[src/rtl/jtag_tap_pkg.sv]
// ---------------------------------------------------------------------------
// jtag_tap_pkg
// Shared definitions for the clk-sampled JTAG TAP controller:
//   - tap_state_e : 4-bit TAP state codes (IEEE 1149.1 state graph)
//   - dr_sel_e    : which data register the current instruction selects
//   - instruction constants (IDCODE, USER base; all-zeros/all-ones = BYPASS)
//   - tap_next()  : TAP state transition for a given tms value
// ---------------------------------------------------------------------------
package jtag_tap_pkg;

  typedef enum logic [3:0] {
    TLR    = 4'd0,
    RTI    = 4'd1,
    SEL_DR = 4'd2,
    CAP_DR = 4'd3,
    SH_DR  = 4'd4,
    EX1_DR = 4'd5,
    PAU_DR = 4'd6,
    EX2_DR = 4'd7,
    UPD_DR = 4'd8,
    SEL_IR = 4'd9,
    CAP_IR = 4'd10,
    SH_IR  = 4'd11,
    EX1_IR = 4'd12,
    PAU_IR = 4'd13,
    EX2_IR = 4'd14,
    UPD_IR = 4'd15
  } tap_state_e;

  typedef enum logic [1:0] {
    SEL_BYPASS = 2'd0,
    SEL_IDCODE = 2'd1,
    SEL_USER   = 2'd2
  } dr_sel_e;

  // BYPASS is both the all-zeros and the all-ones code; every unused code
  // also falls back to BYPASS.
  localparam int unsigned INSTR_BYPASS    = 0;
  localparam int unsigned INSTR_IDCODE    = 1;
  localparam int unsigned INSTR_USER_BASE = 2;

  function automatic tap_state_e tap_next(input tap_state_e s, input logic tms);
    tap_state_e n;
    n = TLR;
    case (s)
      TLR:    n = tms ? TLR    : RTI;
      RTI:    n = tms ? SEL_DR : RTI;
      SEL_DR: n = tms ? SEL_IR : CAP_DR;
      CAP_DR: n = tms ? EX1_DR : SH_DR;
      SH_DR:  n = tms ? EX1_DR : SH_DR;
      EX1_DR: n = tms ? UPD_DR : PAU_DR;
      PAU_DR: n = tms ? EX2_DR : PAU_DR;
      EX2_DR: n = tms ? UPD_DR : SH_DR;
      UPD_DR: n = tms ? SEL_DR : RTI;
      SEL_IR: n = tms ? TLR    : CAP_IR;
      CAP_IR: n = tms ? EX1_IR : SH_IR;
      SH_IR:  n = tms ? EX1_IR : SH_IR;
      EX1_IR: n = tms ? UPD_IR : PAU_IR;
      PAU_IR: n = tms ? EX2_IR : PAU_IR;
      EX2_IR: n = tms ? UPD_IR : SH_IR;
      UPD_IR: n = tms ? SEL_DR : RTI;
      default: n = TLR;
    endcase
    return n;
  endfunction

endpackage

[src/rtl/jtag_edge_sync.sv]
// ---------------------------------------------------------------------------
// jtag_edge_sync
// Brings the asynchronous JTAG pins into the clk domain and flags tck edges.
//   clk, rst_n     : system clock, async active-low reset
//   tck, tms, tdi  : raw JTAG pins
//   tck_rise/fall  : one-clk pulses on a synchronised tck edge
//   tms_s, tdi_s   : synchronised tms/tdi, aligned with the tck samples
// ---------------------------------------------------------------------------
module jtag_edge_sync (
  input  logic clk,
  input  logic rst_n,
  input  logic tck,
  input  logic tms,
  input  logic tdi,
  output logic tck_rise,
  output logic tck_fall,
  output logic tms_s,
  output logic tdi_s
);

  // bit 0 = tck, bit 1 = tms, bit 2 = tdi; all three share the same two
  // stages so tms/tdi line up with the tck sample that produced the edge.
  logic [2:0] raw;
  logic [2:0] s1_reg;
  logic [2:0] s2_reg;
  logic       tck_prev_reg;
  logic [1:0] warm_reg;
  logic       hist_ok;

  assign raw = {tdi, tms, tck};

  always_ff @(posedge clk or negedge rst_n) begin
    if (!rst_n) begin
      s1_reg       <= '0;
      s2_reg       <= '0;
      tck_prev_reg <= 1'b0;
      warm_reg     <= '0;
    end else begin
      s1_reg       <= raw;
      s2_reg       <= s1_reg;
      tck_prev_reg <= s2_reg[0];
      if (warm_reg != 2'd3) warm_reg <= warm_reg + 2'd1;
    end
  end

  // The reset zeros are not real pin samples: edges are only trusted once
  // tck_prev_reg holds a genuine sample (three clks after reset release),
  // so a tck that is already high at release never counts as a rise.
  assign hist_ok  = (warm_reg == 2'd3);
  assign tck_rise = hist_ok &  s2_reg[0] & ~tck_prev_reg;
  assign tck_fall = hist_ok & ~s2_reg[0] &  tck_prev_reg;
  assign tms_s    = s2_reg[1];
  assign tdi_s    = s2_reg[2];

endmodule

[src/rtl/jtag_tap_param.sv]
// ---------------------------------------------------------------------------
// jtag_tap_param
// IEEE 1149.1 TAP controller running entirely on clk, with IDCODE, BYPASS
// and NUM_USER user data registers of USER_W bits each.
//   clk, rst_n     : system clock, async active-low reset
//   tck, tms, tdi  : JTAG pins (asynchronous, oversampled by clk)
//   user_cap       : capture values, slice k -> USERk
//   user_upd       : update registers, slice k <- USERk
//   user_stb       : one-clk strobe per slice when its update register loads
//   tdo, tdo_oe    : serial out and its drive enable
//   state_o, ir_o  : current TAP state code and latched instruction
// ---------------------------------------------------------------------------
module jtag_tap_param
  import jtag_tap_pkg::*;
#(
  parameter int          IR_WIDTH   = 4,
  parameter int          NUM_USER   = 2,
  parameter int          USER_W     = 8,
  parameter logic [31:0] IDCODE_VAL = 32'h1000_0A5B
) (
  input  logic                         clk,
  input  logic                         rst_n,
  input  logic                         tck,
  input  logic                         tms,
  input  logic                         tdi,
  input  logic [NUM_USER*USER_W-1:0]   user_cap,
  output logic [NUM_USER*USER_W-1:0]   user_upd,
  output logic [NUM_USER-1:0]          user_stb,
  output logic                         tdo,
  output logic                         tdo_oe,
  output logic [3:0]                   state_o,
  output logic [IR_WIDTH-1:0]          ir_o
);

  // One DR shifter serves every data register; its active length follows
  // the selected instruction (IDCODE is the widest at 32 bits).
  localparam int DR_W = 32;

  logic tck_rise;
  logic tck_fall;
  logic tms_s;
  logic tdi_s;

  tap_state_e state_reg;
  tap_state_e state_next;

  logic [IR_WIDTH-1:0] ir_sh_reg;
  logic [IR_WIDTH-1:0] ir_reg;
  logic [DR_W-1:0]     dr_sh_reg;
  logic [DR_W-1:0]     dr_shifted;
  logic [DR_W-1:0]     cap_val;
  logic [USER_W-1:0]   cap_user;
  dr_sel_e             dr_sel;
  logic [1:0]          user_idx;
  logic [5:0]          dr_len;
  logic                tdo_reg;
  logic                tdo_oe_reg;
  logic                upd_fire;

  jtag_edge_sync u_sync (
    .clk      (clk),
    .rst_n    (rst_n),
    .tck      (tck),
    .tms      (tms),
    .tdi      (tdi),
    .tck_rise (tck_rise),
    .tck_fall (tck_fall),
    .tms_s    (tms_s),
    .tdi_s    (tdi_s)
  );

  // ---------------- TAP state machine ----------------
  always_ff @(posedge clk or negedge rst_n) begin
    if (!rst_n) state_reg <= TLR;
    else        state_reg <= state_next;
  end

  always_comb begin
    state_next = state_reg;
    if (tck_rise) state_next = tap_next(state_reg, tms_s);
  end

  // ---------------- instruction decode ----------------
  always_comb begin
    dr_sel   = SEL_BYPASS;
    user_idx = '0;
    if (ir_reg == IR_WIDTH'(INSTR_IDCODE)) dr_sel = SEL_IDCODE;
    for (int k = 0; k < NUM_USER; k++) begin
      // all-ones stays BYPASS even when it collides with a USER code
      if (ir_reg == IR_WIDTH'(INSTR_USER_BASE + k) && ir_reg != '1) begin
        dr_sel   = SEL_USER;
        user_idx = 2'(k);
      end
    end
  end

  always_comb begin
    cap_user = '0;
    for (int k = 0; k < NUM_USER; k++) begin
      if (user_idx == 2'(k)) cap_user = user_cap[k*USER_W +: USER_W];
    end
  end

  always_comb begin
    cap_val = '0;
    dr_len  = 6'd1;
    case (dr_sel)
      SEL_IDCODE: begin
        cap_val = IDCODE_VAL;
        dr_len  = 6'(DR_W);
      end
      SEL_USER: begin
        cap_val = DR_W'(cap_user);
        dr_len  = 6'(USER_W);
      end
      default: begin
        cap_val = '0;
        dr_len  = 6'd1;
      end
    endcase
  end

  // Right shift within the active length: tdi enters at bit dr_len-1 and
  // everything above the active length is kept at zero.
  generate
    for (genvar gi = 0; gi < DR_W; gi++) begin : g_dr_shift
      if (gi == DR_W - 1) begin : g_top
        assign dr_shifted[gi] = (dr_len == 6'(DR_W)) ? tdi_s : 1'b0;
      end else begin : g_mid
        assign dr_shifted[gi] = (dr_len == 6'(gi + 1)) ? tdi_s :
                                (6'(gi + 1) < dr_len)  ? dr_sh_reg[gi + 1] : 1'b0;
      end
    end
  endgenerate

  // ---------------- shifters (tck rise actions) ----------------
  always_ff @(posedge clk or negedge rst_n) begin
    if (!rst_n) begin
      ir_sh_reg <= '0;
      dr_sh_reg <= '0;
    end else if (state_reg == TLR) begin
      // an abort through TLR throws away anything half-shifted
      ir_sh_reg <= '0;
      dr_sh_reg <= '0;
    end else if (tck_rise) begin
      case (state_reg)
        CAP_IR:  ir_sh_reg <= IR_WIDTH'(1);
        SH_IR:   ir_sh_reg <= {tdi_s, ir_sh_reg[IR_WIDTH-1:1]};
        CAP_DR:  dr_sh_reg <= cap_val;
        SH_DR:   dr_sh_reg <= dr_shifted;
        default: ;
      endcase
    end
  end

  // ---------------- instruction register / tdo (tck fall actions) ----------------
  always_ff @(posedge clk or negedge rst_n) begin
    if (!rst_n) begin
      ir_reg <= IR_WIDTH'(INSTR_IDCODE);
    end else if (state_reg == TLR) begin
      ir_reg <= IR_WIDTH'(INSTR_IDCODE);
    end else if (tck_fall && state_reg == UPD_IR) begin
      ir_reg <= ir_sh_reg;
    end
  end

  always_ff @(posedge clk or negedge rst_n) begin
    if (!rst_n) begin
      tdo_reg    <= 1'b0;
      tdo_oe_reg <= 1'b0;
    end else if (tck_fall) begin
      case (state_reg)
        SH_IR: begin
          tdo_reg    <= ir_sh_reg[0];
          tdo_oe_reg <= 1'b1;
        end
        SH_DR: begin
          tdo_reg    <= dr_sh_reg[0];
          tdo_oe_reg <= 1'b1;
        end
        default: begin
          tdo_reg    <= 1'b0;
          tdo_oe_reg <= 1'b0;
        end
      endcase
    end
  end

  // ---------------- user update registers ----------------
  assign upd_fire = tck_fall && (state_reg == UPD_DR) && (dr_sel == SEL_USER);

  generate
    for (genvar gi = 0; gi < NUM_USER; gi++) begin : g_user
      logic [USER_W-1:0] upd_reg;
      logic              stb_reg;

      always_ff @(posedge clk or negedge rst_n) begin
        if (!rst_n) begin
          upd_reg <= '0;
          stb_reg <= 1'b0;
        end else begin
          stb_reg <= 1'b0;
          if (upd_fire && user_idx == 2'(gi)) begin
            upd_reg <= dr_sh_reg[USER_W-1:0];
            stb_reg <= 1'b1;
          end
        end
      end

      assign user_upd[gi*USER_W +: USER_W] = upd_reg;
      assign user_stb[gi]                  = stb_reg;
    end
  endgenerate

  assign state_o = state_reg;
  assign ir_o    = ir_reg;
  assign tdo     = tdo_reg;
  assign tdo_oe  = tdo_oe_reg;

endmodule

[config.mk]
export PLATFORM = sky130hd
export DESIGN_NAME = jtag_tap_param
export DESIGN_NICKNAME = d
export VERILOG_FILES = /design/src/rtl/jtag_tap_pkg.sv /design/src/rtl/jtag_edge_sync.sv /design/src/rtl/jtag_tap_param.sv
export SDC_FILE = /design/constraint.sdc
export NUM_CORES = 1
export LEC_CHECK = 0
export BUFFER_PORTS_ARGS = -buffer_cell sky130_fd_sc_hd__buf_2
export CELL_PAD_IN_SITES_DETAIL_PLACEMENT = 2
export CELL_PAD_IN_SITES_GLOBAL_PLACEMENT = 2
export CORE_MARGIN = 2
export CORE_UTILIZATION = 39
export DETAILED_ROUTE_END_ITERATION = 6
export PLACE_DENSITY_LB_ADDON = 0.1
export SLEW_MARGIN = 20
export SYNTH_ARGS = -nofsm -noshare
export SYNTH_HDL_FRONTEND = slang
export SYNTH_SLANG_ARGS = --single-unit
[constraint.sdc]
create_clock -name clk -period 5.67 [get_ports clk]
set_clock_uncertainty 0.2 [all_clocks]
set_input_delay 0 -clock clk [delete_from_list [all_inputs] [get_ports clk]]
set_output_delay 0 -clock clk [all_outputs]
set_load 0.03 [all_outputs]
==> Yosys cells after proc, flatten, opt, wreduce, memory -nomap -nowiden <==
Index checks and enable logic that the tools add are counted.
{ "word_totals": {"ff_bits": 73, "inputBits": 21, "out_inout_bits": 28, "wordCells": 223} }
{ "op_classes": {"add_sub_neg": 1, "order_cmp": 31, "eq_ne": 56, "mux": 96, "bitwise_logic": 6, "reduce_logical": 19} }
{ "op_table": {"columns": ["cell", "n"], "rows": [
  ["$eq 6x5->1 const B", 16],
  ["$lt 5x6->1 const A", 16],
  ["$mux 1", 71],
  ["$mux 32", 2],
  ["$pmux 32 s2", 1],
  ["$pmux 29 s2", 1],
  ["$eq 6x4->1 const B", 8],
  ["$lt 4x6->1 const A", 8],
  ["$pmux 4 s12", 1],
  ["$eq 4x4->1 const B", 8],
  ["$mux 4", 8],
  ["$eq 6x3->1 const B", 4],
  ["$lt 3x6->1 const A", 4],
  ["$eq 4x2->1 const B", 4],
  ["$eq 4x3->1 const B", 4],
  ["$mux 8", 2],
  ["$eq 6x2->1 const B", 2],
  ["$lt 2x6->1 const A", 2],
  ["$pmux 6 s2", 1],
  ["$mux 2", 5],
  ["$eq 4x1->1 const B", 2],
  ["$pmux 4 s2", 1],
  ["$logic_and 1x1->1", 7],
  ["$eq 6x1->1 const B", 1],
  ["other kinds (18)", 30]
]} }

==> Depth between registers and ports, before layout <==
{ "logic_depth": {"depth_word": 12, "ltp_mapped": 9, "ltp_nobuf": 8} }

==> By module <==
Synthesis repeated with hierarchy kept, for this count alone.
{ "unflattened": {"cells_unflattened": 333, "area_unflattened_um2": 3432.0} }
{ "modules_own_cells": {"columns": ["mod", "instances", "cells_per_inst", "area_per_inst_um2", "seq_area_each_um2"], "rows": [
  ["jtag_tap_param", 1, 319, 3150.5, 1602.8],
  ["jtag_edge_sync", 1, 14, 281.5, 225.2]
]} }

==> Least setup slack after synthesis <==
Ideal clock, no wire load.
{ "synth_path": {"kind": "register to register", "start": "reg ir_reg[3], in the netlist ir_o[3]", "end": "reg g_user[0].upd_reg[1]", "setup_time_ns": 0.125, "arrival_time_ns": 2.070, "required_time_ns": 5.345, "path_slack_ns": 3.275, "stages_incl_launch_ff": 8, "path_buffers": 1, "period_less_slack_ns": 2.395, "path_cell_list": "dfrtp_1 nor2_2 and2_1 ha_1 clkbuf_1 nand4_2 nor2_4 mux2_2"} }
{ "synth_via": {"elab_chain_len": 7, "elab_cells_between_ends": 14, "cone_classes": "5 x eq/ne; 4 x mux; 5 x reduce/logical"} }
{ "synth_lines": {"columns": ["element", "line", "rtl"], "rows": [
  ["start: declaration", "jtag_tap_param.sv:48", "logic [IR_WIDTH-1:0] ir_reg;"],
  ["start signal: assignment", "jtag_tap_param.sv:159", "ir_reg <= IR_WIDTH'(INSTR_IDCODE);"],
  ["start signal: assignment", "jtag_tap_param.sv:161", "ir_reg <= IR_WIDTH'(INSTR_IDCODE);"],
  ["start signal: assignment", "jtag_tap_param.sv:163", "ir_reg <= ir_sh_reg;"],
  ["$eq 4x1->1, or another cell as far along", "jtag_tap_param.sv:87", "if (ir_reg == IR_WIDTH'(INSTR_IDCODE)) dr_sel = SEL_IDCODE;"],
  ["$mux 1 / $logic_and 1x1->1 (equally long branches)", "jtag_tap_param.sv:87, jtag_tap_param.sv:90", null],
  ["$mux 2 (2 in series)", "jtag_tap_param.sv:90", "if (ir_reg == IR_WIDTH'(INSTR_USER_BASE + k) && ir_reg != '1) begin"],
  ["$eq 2x2->1", "jtag_tap_param.sv:190", "assign upd_fire = tck_fall && (state_reg == UPD_DR) && (dr_sel == SEL_USER);"],
  ["$logic_and 1x1->1", "jtag_tap_param.sv:190", null],
  ["$logic_and 1x1->1 (*)", "jtag_tap_param.sv:203", "if (upd_fire && user_idx == 2'(gi)) begin"],
  ["end signal: assignment", "jtag_tap_param.sv:204", "upd_reg <= dr_sh_reg[USER_W-1:0];"],
  ["end: declaration", "jtag_tap_param.sv:194", "logic [USER_W-1:0] upd_reg;"]
]} }
Every way passes the cells marked *; elsewhere a longest branch is shown, timed or not.
A chain may end at the register's enable or synchronous reset.

==> Worst setup path in the final report <==
{ "layout_path": {"start": "reg ir_reg[3], in the netlist ir_o[3]", "end": "reg g_user[1].upd_reg[1]"} }
{ "layout_via": {"elab_chain_len": 7, "elab_cells_between_ends": 14, "cone_classes": "6 x eq/ne; 4 x mux; 4 x reduce/logical"} }
{ "layout_lines": {"columns": ["element", "line"], "rows": [
  ["$eq 4x1->1, or another cell as far along", "jtag_tap_param.sv:87"],
  ["$mux 1 / $logic_and 1x1->1 (equally long branches)", "jtag_tap_param.sv:87, jtag_tap_param.sv:90"],
  ["$mux 2 (2 in series)", "jtag_tap_param.sv:90"],
  ["$eq 2x2->1", "jtag_tap_param.sv:190"],
  ["$logic_and 1x1->1", "jtag_tap_param.sv:190"],
  ["$logic_and 1x1->1 (*)", "jtag_tap_param.sv:203"],
  ["end signal: assignment", "jtag_tap_param.sv:204"],
  ["end: declaration", "jtag_tap_param.sv:194"]
]} }
Marked as above.

==> flow_metrics.env <==
export IMPL_outcome="completed"
export IMPL_async_flop_share=1.00
export IMPL_ctsHtreeMaxLevel=3
export IMPL_power_density_nw_per_um2=364
export IMPL_setup_tns_ps=0
export IMPL_core_um2=8590
export IMPL_cts_root_buf="clkbuf_8"
export IMPL_cp_data_arrival_time_ps=2650
export IMPL_drc=0
export IMPL_drv_slew=0
export IMPL_tritoncts="yes"
export IMPL_vias=2636
export IMPL_syn_area_um2=3420
export IMPL_finalCriticalPeriod_ps=2630
export IMPL_synth_distinct_cells=55
export IMPL_area_growth_pct=20.0
export IMPL_antenna_found_initial=0
export IMPL_die_area_um2=9520
export IMPL_cap_violations=0
export IMPL_layout_commonest_cell="dfrtp_1"
export IMPL_dieWidth_um=97.6
export IMPL_cp_start_kind="register"
export IMPL_largest_reg_flops=32
export IMPL_place_ws_ps=3130
export IMPL_drt_iter0_drc=69
export IMPL_finalNetCount=413
export IMPL_syn_avg_cell_area_um2=10.4
export IMPL_layout_drive_gt1_share=0.263
export IMPL_rsz0062_at_grt="no"
export IMPL_rows=34
export IMPL_fill_cells=922
export IMPL_yosysTopAreaCellShare=0.527
export IMPL_postRouteAntennaNets=0
export IMPL_setup_ws_ps=3040
export IMPL_hp_class="in -> reg"
export IMPL_place_congestion=0.753
export IMPL_hold_path_depth=2
export IMPL_cts_sinks=73
export IMPL_io_pins=49
export IMPL_hold_viol=0
export IMPL_syn_num_nets=354
export IMPL_period_share=0.464
export IMPL_synth_top_area_cell="dfrtp_1"
export IMPL_crit_required_ps=5690
export IMPL_grt_pass1_vias=2875
export IMPL_synth_area_leaders="dfrtp_1 53%, mux2_2 6.9%, nand2_1 6.6%, o21ai_1 2.9%, o21ai_0 2.8%"
export IMPL_vdd_drop_max_mv=0.175
export IMPL_slew_headroom=0.372
export IMPL_endpoint_kind="register"
export IMPL_final_cell_mix="72 x dfrtp_1, 60 x nand2_1, 47 x buf_2"
export IMPL_wire_per_inst_um=17.8
export IMPL_cp_max_fo=10
export IMPL_syn_inst=329
export IMPL_die_h_um=97.6
export IMPL_dr_pass1_iters=4
export IMPL_grt_max_degree=74
export IMPL_post_cts_buffers=0
export IMPL_grt_first_pass_wirelength_um=15300
export IMPL_crit_type="reg -> reg"
export IMPL_max_freq_mhz=380
export IMPL_synth_warnings=0
export IMPL_post_dp_hpwl_um=5570
export IMPL_clk_insertion_delay_late_ps=340
export IMPL_cts_resized=0
export IMPL_p_leak_nw=1.93
export IMPL_start_util=0.397
export IMPL_synth_edf_count=0
export IMPL_vias_per_cell=5.27
export IMPL_synth_seq_cells=73
export IMPL_portBuffers=48
export IMPL_ys_seq_area_frac=0.535
export IMPL_cts_buffers=9
export IMPL_worstMarginPinSlew_ps=942
export IMPL_utilization=0.477
export IMPL_reg2reg_depth=6
export IMPL_n_antenna_cell=0
export IMPL_setup_violations=0
export IMPL_drt_wl_total_um=8910
export IMPL_cts_buffer_depth=2
export IMPL_grt_ovfl_total=0
export IMPL_grt_use_total=0.200
export IMPL_synth_main_ff_cell="dfrtp_1"
export IMPL_path_clk_slew_ps=80
## per-stage QoR
| stage | hold WS [ps] | cells | power (mW) | area [um2] |
|---|---|---|---|---|
| detailed placement | -89.5 | 465 | 1.07 | 3700 |
| CTS | 85.1 | 500 | 1.51 | 4100 |
| global route | 99.7 | 500 | 1.60 | 4100 |
| floorplan | -496 | 329 | 0.966 | 3420 |
| global placement | -91.6 | 465 | 1.05 | 3700 |
| finish | 95.8 | 500 | 1.49 | 4100 |
## layout make-up
cell class              instances  area (um2)  area share
inverters                       4        15.0     0.00366
repair buffers                 69         450       0.110
flip-flops and latches         73        1830       0.446
clock inverters                 4        51.3      0.0125
multi-input cells             231        1470       0.358
well taps                     108         135      0.0330
clock buffers                  11         151      0.0369
## power breakdown
group | total [mW] | internal [mW] | leakage (nW) | switching [mW]
combinational | 0.402 | 0.131 | 0.850 | 0.271
sequential | 0.664 | 0.564 | 0.981 | 0.101
clock | 0.427 | 0.226 | 0.102 | 0.201
## what timing repair did
action                                  CTS  global route
hold endpoints to repair                 83             0
hold buffers                             20             0
endpoints found under the setup margin    0             0
## synthesized netlist by cell type (3+ instances only)
library cell  number
nand3b_1           3
o21ai_1           20
ha_1               4
nand2_1           60
nor2_4             3
mux2i_1            4
a21oi_1           12
a22o_1             8
and2_1             3
dfrtp_1           72
nor2b_1            3
o21ai_2            4
nand2b_1           3
buf_2              9
clkbuf_1           7
nand3_1            6
buf_4              3
nor2_1            19
mux2_2            21
o21ai_0           19
inv_1              4
## logic make-up (layout without fill, tap and decap cells)
logic type | Yosys count | count (layout) | share of synthesized area
AO/OA/AOI/OAI | 81 | 81 | 0.148
XOR/XNOR | 2 | 2 | 0.00513
adder cells (fa/ha/maj) | 4 | 4 | 0.0147
buffers and inverters | 25 | 88 | 0.0363
flip-flops | 73 | 73 | 0.535
multiplexers | 26 | 26 | 0.0843
AND/OR/NAND/NOR | 118 | 118 | 0.177
## metal layers
layer	track usage	wire length, um
met2	0.329	4300
met5	0	0
met3	0.0475	270
met1	0.273	4280
met4	0.0385	51
## worst max-delay path: stages, from the launching register on
cell,delay (ps)
dfrtp_1,410
nor2_2,230
and2_1,250
ha_1,450
nand4_2,240
nor2_4,340
mux2_2,380
## path summary, 6_finish.rpt
check                                      start                    to  slack, ps
min in group asynchronous                  rst_n          ir_sh_reg[1]        140
max in group asynchronous                  rst_n          dr_sh_reg[8]       4520
worst max register to register           ir_o[3]  g_user[1].upd_reg[1]       3040
worst max-delay path                     ir_o[3]  g_user[1].upd_reg[1]       3040
worst min register to register  u_sync.s1_reg[2]      u_sync.s2_reg[2]        150
worst min-delay path                         tms      u_sync.s1_reg[1]        100
No activity file was read; power rests on OpenSTA's default activity.
